[src/rtl/serial_adder_pkg.sv]
// serial_adder_pkg: shared definitions for the bit-serial adder.
//   - DEFAULT_WIDTH : default operand/result width
//   - state_e       : controller state encoding (IDLE=0, SHIFT=1, DONE=2)
//   - cnt_width()   : bit counter width for a given operand width
package serial_adder_pkg;

    localparam int unsigned DEFAULT_WIDTH = 8;

    typedef enum logic [1:0] {
        ST_IDLE  = 2'd0,
        ST_SHIFT = 2'd1,
        ST_DONE  = 2'd2
    } state_e;

    // Counter must index bits 0..width-1; width is at least 2 so this is >= 1.
    function automatic int unsigned cnt_width(input int unsigned width);
        return $clog2(width);
    endfunction

endpackage

[src/rtl/full_adder_behav.sv]
// full_adder_behav: single-bit combinational full adder cell.
// Ports:
//   a, b  - addend bits
//   cin   - carry in
//   sum   - a ^ b ^ cin
//   cout  - majority(a, b, cin)
module full_adder_behav (
    input  logic a,
    input  logic b,
    input  logic cin,
    output logic sum,
    output logic cout
);

    assign sum  = a ^ b ^ cin;
    assign cout = (a & b) | (a & cin) | (b & cin);

endmodule

[src/rtl/serial_adder.sv]
// serial_adder: bit-serial adder, one bit per clock, LSB first, built around
// a single full_adder_behav cell. Adds a + b + cin over WIDTH cycles with a
// start/done handshake; back-to-back starts are accepted in the DONE cycle.
//
// Parameters:
//   WIDTH  - operand/result width (>= 2)
// Ports:
//   clk    - rising-edge clock
//   rst    - asynchronous active-high reset
//   start  - launch request, honoured only in IDLE or DONE
//   a, b   - operands, captured on an accepted start
//   cin    - carry-in, captured on an accepted start
//   busy   - high while the operands are being shifted
//   done   - one-cycle pulse when sum/cout are final
//   sum    - result (partial contents visible while busy)
//   cout   - carry out of bit WIDTH-1
//   ovf    - signed overflow (only when SERIAL_ADDER_OVF_EN is defined)
//
// Build option: define SERIAL_ADDER_OVF_EN to add the ovf port and register.
module serial_adder
    import serial_adder_pkg::*;
#(
    parameter int unsigned WIDTH = DEFAULT_WIDTH
) (
    input  logic             clk,
    input  logic             rst,
    input  logic             start,
    input  logic [WIDTH-1:0] a,
    input  logic [WIDTH-1:0] b,
    input  logic             cin,
    output logic             busy,
    output logic             done,
    output logic [WIDTH-1:0] sum,
    output logic             cout
`ifdef SERIAL_ADDER_OVF_EN
   ,output logic             ovf
`endif
);

    localparam int unsigned CNT_W = cnt_width(WIDTH);

    state_e           state_q, state_d;
    logic [WIDTH-1:0] ra_q, ra_d;
    logic [WIDTH-1:0] rb_q, rb_d;
    logic [WIDTH-1:0] res_q, res_d;
    logic             c_q, c_d;
    logic [CNT_W-1:0] n_q, n_d;
    logic             busy_q, busy_d;
    logic             done_q, done_d;
    logic             cout_q, cout_d;
`ifdef SERIAL_ADDER_OVF_EN
    logic             ovf_q, ovf_d;
`endif

    logic             fa_sum;
    logic             fa_cout;
    logic             last_bit_c;

    // The one adder cell always looks at the current LSBs and the carry flop.
    full_adder_behav u_fa (
        .a    (ra_q[0]),
        .b    (rb_q[0]),
        .cin  (c_q),
        .sum  (fa_sum),
        .cout (fa_cout)
    );

    assign last_bit_c = (n_q == CNT_W'(WIDTH - 1));

    // Next-state and datapath update.
    always_comb begin
        state_d = state_q;
        ra_d    = ra_q;
        rb_d    = rb_q;
        res_d   = res_q;
        c_d     = c_q;
        n_d     = n_q;
        busy_d  = 1'b0;
        done_d  = 1'b0;
        cout_d  = cout_q;
`ifdef SERIAL_ADDER_OVF_EN
        ovf_d   = ovf_q;
`endif

        unique case (state_q)
            ST_IDLE, ST_DONE: begin
                if (start) begin
                    ra_d    = a;
                    rb_d    = b;
                    c_d     = cin;
                    n_d     = '0;
                    busy_d  = 1'b1;
                    state_d = ST_SHIFT;
                end else begin
                    state_d = ST_IDLE;
                end
            end

            ST_SHIFT: begin
                ra_d  = {1'b0, ra_q[WIDTH-1:1]};
                rb_d  = {1'b0, rb_q[WIDTH-1:1]};
                res_d = {fa_sum, res_q[WIDTH-1:1]};
                c_d   = fa_cout;
                if (last_bit_c) begin
                    // Counter parks at WIDTH-1 instead of wrapping.
                    cout_d  = fa_cout;
`ifdef SERIAL_ADDER_OVF_EN
                    // Carry into MSB differs from carry out of MSB.
                    ovf_d   = c_q ^ fa_cout;
`endif
                    done_d  = 1'b1;
                    state_d = ST_DONE;
                end else begin
                    n_d    = n_q + CNT_W'(1);
                    busy_d = 1'b1;
                end
            end

            default: begin
                state_d = ST_IDLE;
            end
        endcase
    end

    // State and datapath registers.
    always_ff @(posedge clk or posedge rst) begin
        if (rst) begin
            state_q <= ST_IDLE;
            ra_q    <= '0;
            rb_q    <= '0;
            res_q   <= '0;
            c_q     <= 1'b0;
            n_q     <= '0;
            busy_q  <= 1'b0;
            done_q  <= 1'b0;
            cout_q  <= 1'b0;
`ifdef SERIAL_ADDER_OVF_EN
            ovf_q   <= 1'b0;
`endif
        end else begin
            state_q <= state_d;
            ra_q    <= ra_d;
            rb_q    <= rb_d;
            res_q   <= res_d;
            c_q     <= c_d;
            n_q     <= n_d;
            busy_q  <= busy_d;
            done_q  <= done_d;
            cout_q  <= cout_d;
`ifdef SERIAL_ADDER_OVF_EN
            ovf_q   <= ovf_d;
`endif
        end
    end

    assign busy = busy_q;
    assign done = done_q;
    assign sum  = res_q;
    assign cout = cout_q;
`ifdef SERIAL_ADDER_OVF_EN
    assign ovf  = ovf_q;
`endif

endmodule
[config.mk]
export PLATFORM = sky130hd
export DESIGN_NAME = serial_adder
export DESIGN_NICKNAME = d
export VERILOG_FILES = /design/src/rtl/serial_adder_pkg.sv /design/src/rtl/full_adder_behav.sv /design/src/rtl/serial_adder.sv
export SDC_FILE = /design/constraint.sdc
export NUM_CORES = 1
export LEC_CHECK = 0
export ABC_AREA = 1
export CAP_MARGIN = 20
export CORE_UTILIZATION = 51
export DETAILED_ROUTE_END_ITERATION = 12
export GPL_TIMING_DRIVEN = 0
export HOLD_SLACK_MARGIN = 0.08
export PLACE_DENSITY = 0.88
export SLEW_MARGIN = 10
export SYNTH_ARGS = -nofsm -noshare
export SYNTH_HDL_FRONTEND = slang
export SYNTH_SLANG_ARGS = --single-unit
[constraint.sdc]
create_clock -name clk -period 1.5 [get_ports clk]
set_input_delay 0.375 -clock clk [delete_from_list [all_inputs] [get_ports clk]]
set_output_delay 0.375 -clock clk [all_outputs]
set_load 0.01 [all_outputs]
==> flow_metrics.env <==
export IMPL_cp_end_kind="primary output"
export IMPL_drt_iter0_drc=56
export IMPL_grt_total_usage_pct=21.8
export IMPL_holdBufCountCts=0
export IMPL_die_area_mm2=0.00346
export IMPL_antenna_found_initial=0
export IMPL_area_growth_syn_to_layout_pct=25.8
export IMPL_io_pins=31
export IMPL_grt_start_max_net_pins=19
export IMPL_grt_pass1_wl_um=5440
export IMPL_die_y_um=58.8
export IMPL_slew_violations=0
export IMPL_crit_fanout=3
export IMPL_core_area_mm2=0.00305
export IMPL_synth_edf_count=0
export IMPL_vias_per_cell=4.76
export IMPL_setup_violations_final=0
export IMPL_p_leak_nw=1.17
export IMPL_clk_latency_ns=0.34
export IMPL_min_period_ns=1.43
export IMPL_required_ns=1.12
export IMPL_use_met3_pct=7.25
export IMPL_slew_headroom_pct=54.6
export IMPL_io_buffer_count=30
export IMPL_netlist_area_mm2=0.00165
export IMPL_dp_hpwl_um=2240
export IMPL_vias=1377
export IMPL_power_density_mw_per_mm2=1950
export IMPL_path_cells="dlygate4sd2_1"
export IMPL_ant_nets=0
export IMPL_synth_most_common_cell="nand2_1"
export IMPL_synth_cell_types=15
export IMPL_met2_usage_pct=34.7
export IMPL_rows=20
export IMPL_holdWs_ns=0.424
export IMPL_grt_pass1_vias=1303
export IMPL_async_flop_share_pct=100
export IMPL_rsz0062_at_grt="no"
export IMPL_ctsLongestPathBuffers=2
export IMPL_globalRouteMet1Util_pct=26.6
export IMPL_ctsRootBufferMaster="clkbuf_4"
export IMPL_yosys_warnings=0
export IMPL_cap_violations=0
export IMPL_synthMuxAreaShare_pct=0
export IMPL_busiest_layer="met2"
export IMPL_synth_compound_area_share_pct=0.911
export IMPL_place_gp_congestion=0.766
export IMPL_critPathTopFamily="flip-flops"
export IMPL_initial_core_util_pct=54.0
export IMPL_synth_common_cells="73 x nand2_1, 42 x nand3_1, 35 x inv_1"
export IMPL_drtPass1Iterations=4
export IMPL_htreeDepth=2
export IMPL_post_route_period_util_pct=95.3
export IMPL_fin_util_pct=67.9
export IMPL_wl_um=3120
export IMPL_yosys_area_top_type="dfrtp_1"
export IMPL_hp_class="input pin to asynchronous set/reset pin"
export IMPL_overflow=0
export IMPL_worst_setup_path_start_kind="register"
export IMPL_wl_per_cell_um=10.8
export IMPL_ys_ff_latch=33
export IMPL_antenna_cells=0
export IMPL_cts_sinks=33
export IMPL_synth_simple_gate_area_share_pct=33.5
export IMPL_worstSetupPathType="register to primary output"
export IMPL_ir_drop_v=0.000961
export IMPL_die_w_um=58.8
export IMPL_syn_nets=229
export IMPL_syn_inst=206
export IMPL_cts_setup_buffers=0
export IMPL_syn_avg_cell_area_um2=8.00
export IMPL_critPathSlowestCell="dfrtp_1"
export IMPL_fin_nets=267
export IMPL_fin_skew_ns=0.00486
export IMPL_path_clk_slew_ns=0.10
export IMPL_synth_area_leaders="dfrtp_1 50%, nand2_1 17%, nand3_1 13%"
export IMPL_synth_xor_xnor_area_share_pct=0
export IMPL_cts_buffers=5
export IMPL_ys_seq_area_share_pct=50.1
export IMPL_synth_top_cell_area_share_pct=50.1
export IMPL_worst_pin_slew_ns=0.681
export IMPL_fmax_mhz=700
export IMPL_synth_top_family_by_area="simple AND/OR/NAND/NOR gates"
export IMPL_status="finished clean"
export IMPL_synthAdderAreaFrac_pct=2.73
export IMPL_hold_violations=0
export IMPL_crit_buf_inv=1
export IMPL_cts_tree="yes"
export IMPL_cp_arrival_ns=1.05
export IMPL_max_stage_delay_ns=0.41
export IMPL_ys_flop_type="dfrtp_1"
export IMPL_drive_above_1_share_pct=9.80
export IMPL_post_route_drc_count=0
## registers in the layout, indices dropped and copies added (netlist names)
| name | cells |
|---|---|
| busy | 1 |
| c_q | 1 |
| cout | 1 |
| done | 1 |
| n_q | 3 |
| ra_q | 8 |
| rb_q | 8 |
| state_q | 2 |
| sum | 8 |
## cell type report
class | count | area, um2
Fill cell | 269 | 980
Sequential cell | 33 | 826
Multi-Input combinational cell | 126 | 617
Timing Repair Buffer | 31 | 314
Inverter | 38 | 150
Buffer | 9 | 60.1
Tap cell | 44 | 55.1
Clock buffer | 6 | 41.3
Clock inverter | 2 | 10.0
## per-layer routing
| metal | vias up | share of wire, % |
|---|---|---|
| met1 | 639 | 46 |
| met5 | - | 0 |
| li1 | 698 | - |
| met2 | 33 | 48 |
| met4 | 0 | 1.9 |
| met3 | 7 | 4.6 |
## metrics by stage
step                      TNS [ns]  cells  instance area [um2]  total power [mW]  setup WS, ns
after floorplan                  0    206                 1650              3.03         0.252
after global placement      -11.52    280                 2000              3.57        -0.336
after detailed placement    -0.617    281                 2030              3.69       -0.0760
after CTS                        0    289                 2070              4.08        0.0536
after global routing             0    289                 2070              4.48        0.0211
final                            0    289                 2070              4.05        0.0706
## worst paths after layout
path | depth (start not counted) | to | startpoint | slack [ns]
setup / recovery | 1 | sum[1] | sum[1] | 0.07
hold / removal | 2 | sum[3] | rst | 0.42
setup reg to reg | 7 | n_q[2] | n_q[0] | 0.14
hold reg to reg | 2 | rb_q[4] | rb_q[4] | 0.49
max in group asynchronous | 3 | state_q[0] | rst | 0.55
min in group clk | 2 | rb_q[4] | rb_q[4] | 0.49
## placed cells by master (no fill, tap or decap), types with 2 or more instances in the layout
cell type	synthesis	routed
clkbuf_4	0	5
nand2_8	3	3
o21ai_0	3	3
nor2_1	2	2
ha_1	2	2
inv_1	35	35
clkinv_2	0	2
nand2_1	73	73
buf_6	2	2
dfrtp_1	33	33
clkdlybuf4s50_1	0	19
nand3_1	42	41
buf_2	6	6
dlygate4sd2_1	0	11
## power by group
group	switching, mW	total [mW]	internal [mW]
registers	0.223	1.53	1.31
logic	1.19	2.04	0.848
clock network	0.302	0.480	0.178
total	1.72	4.05	2.33
## logic make-up (layout without fill, tap and decap cells)
family / Yosys count / count (layout)
fa+ha+maj: 3 / 3
simple gates: 120 / 120
flops: 33 / 33
buf+inv: 47 / 86
compound gates: 3 / 3
## timing repair
item                                    CTS  global route
endpoints found under the setup margin   11             3
gates resized for setup                  11             1
pin swaps                                 0             0
cloned                                    0             0
No activity file was read; power rests on OpenSTA's default activity.
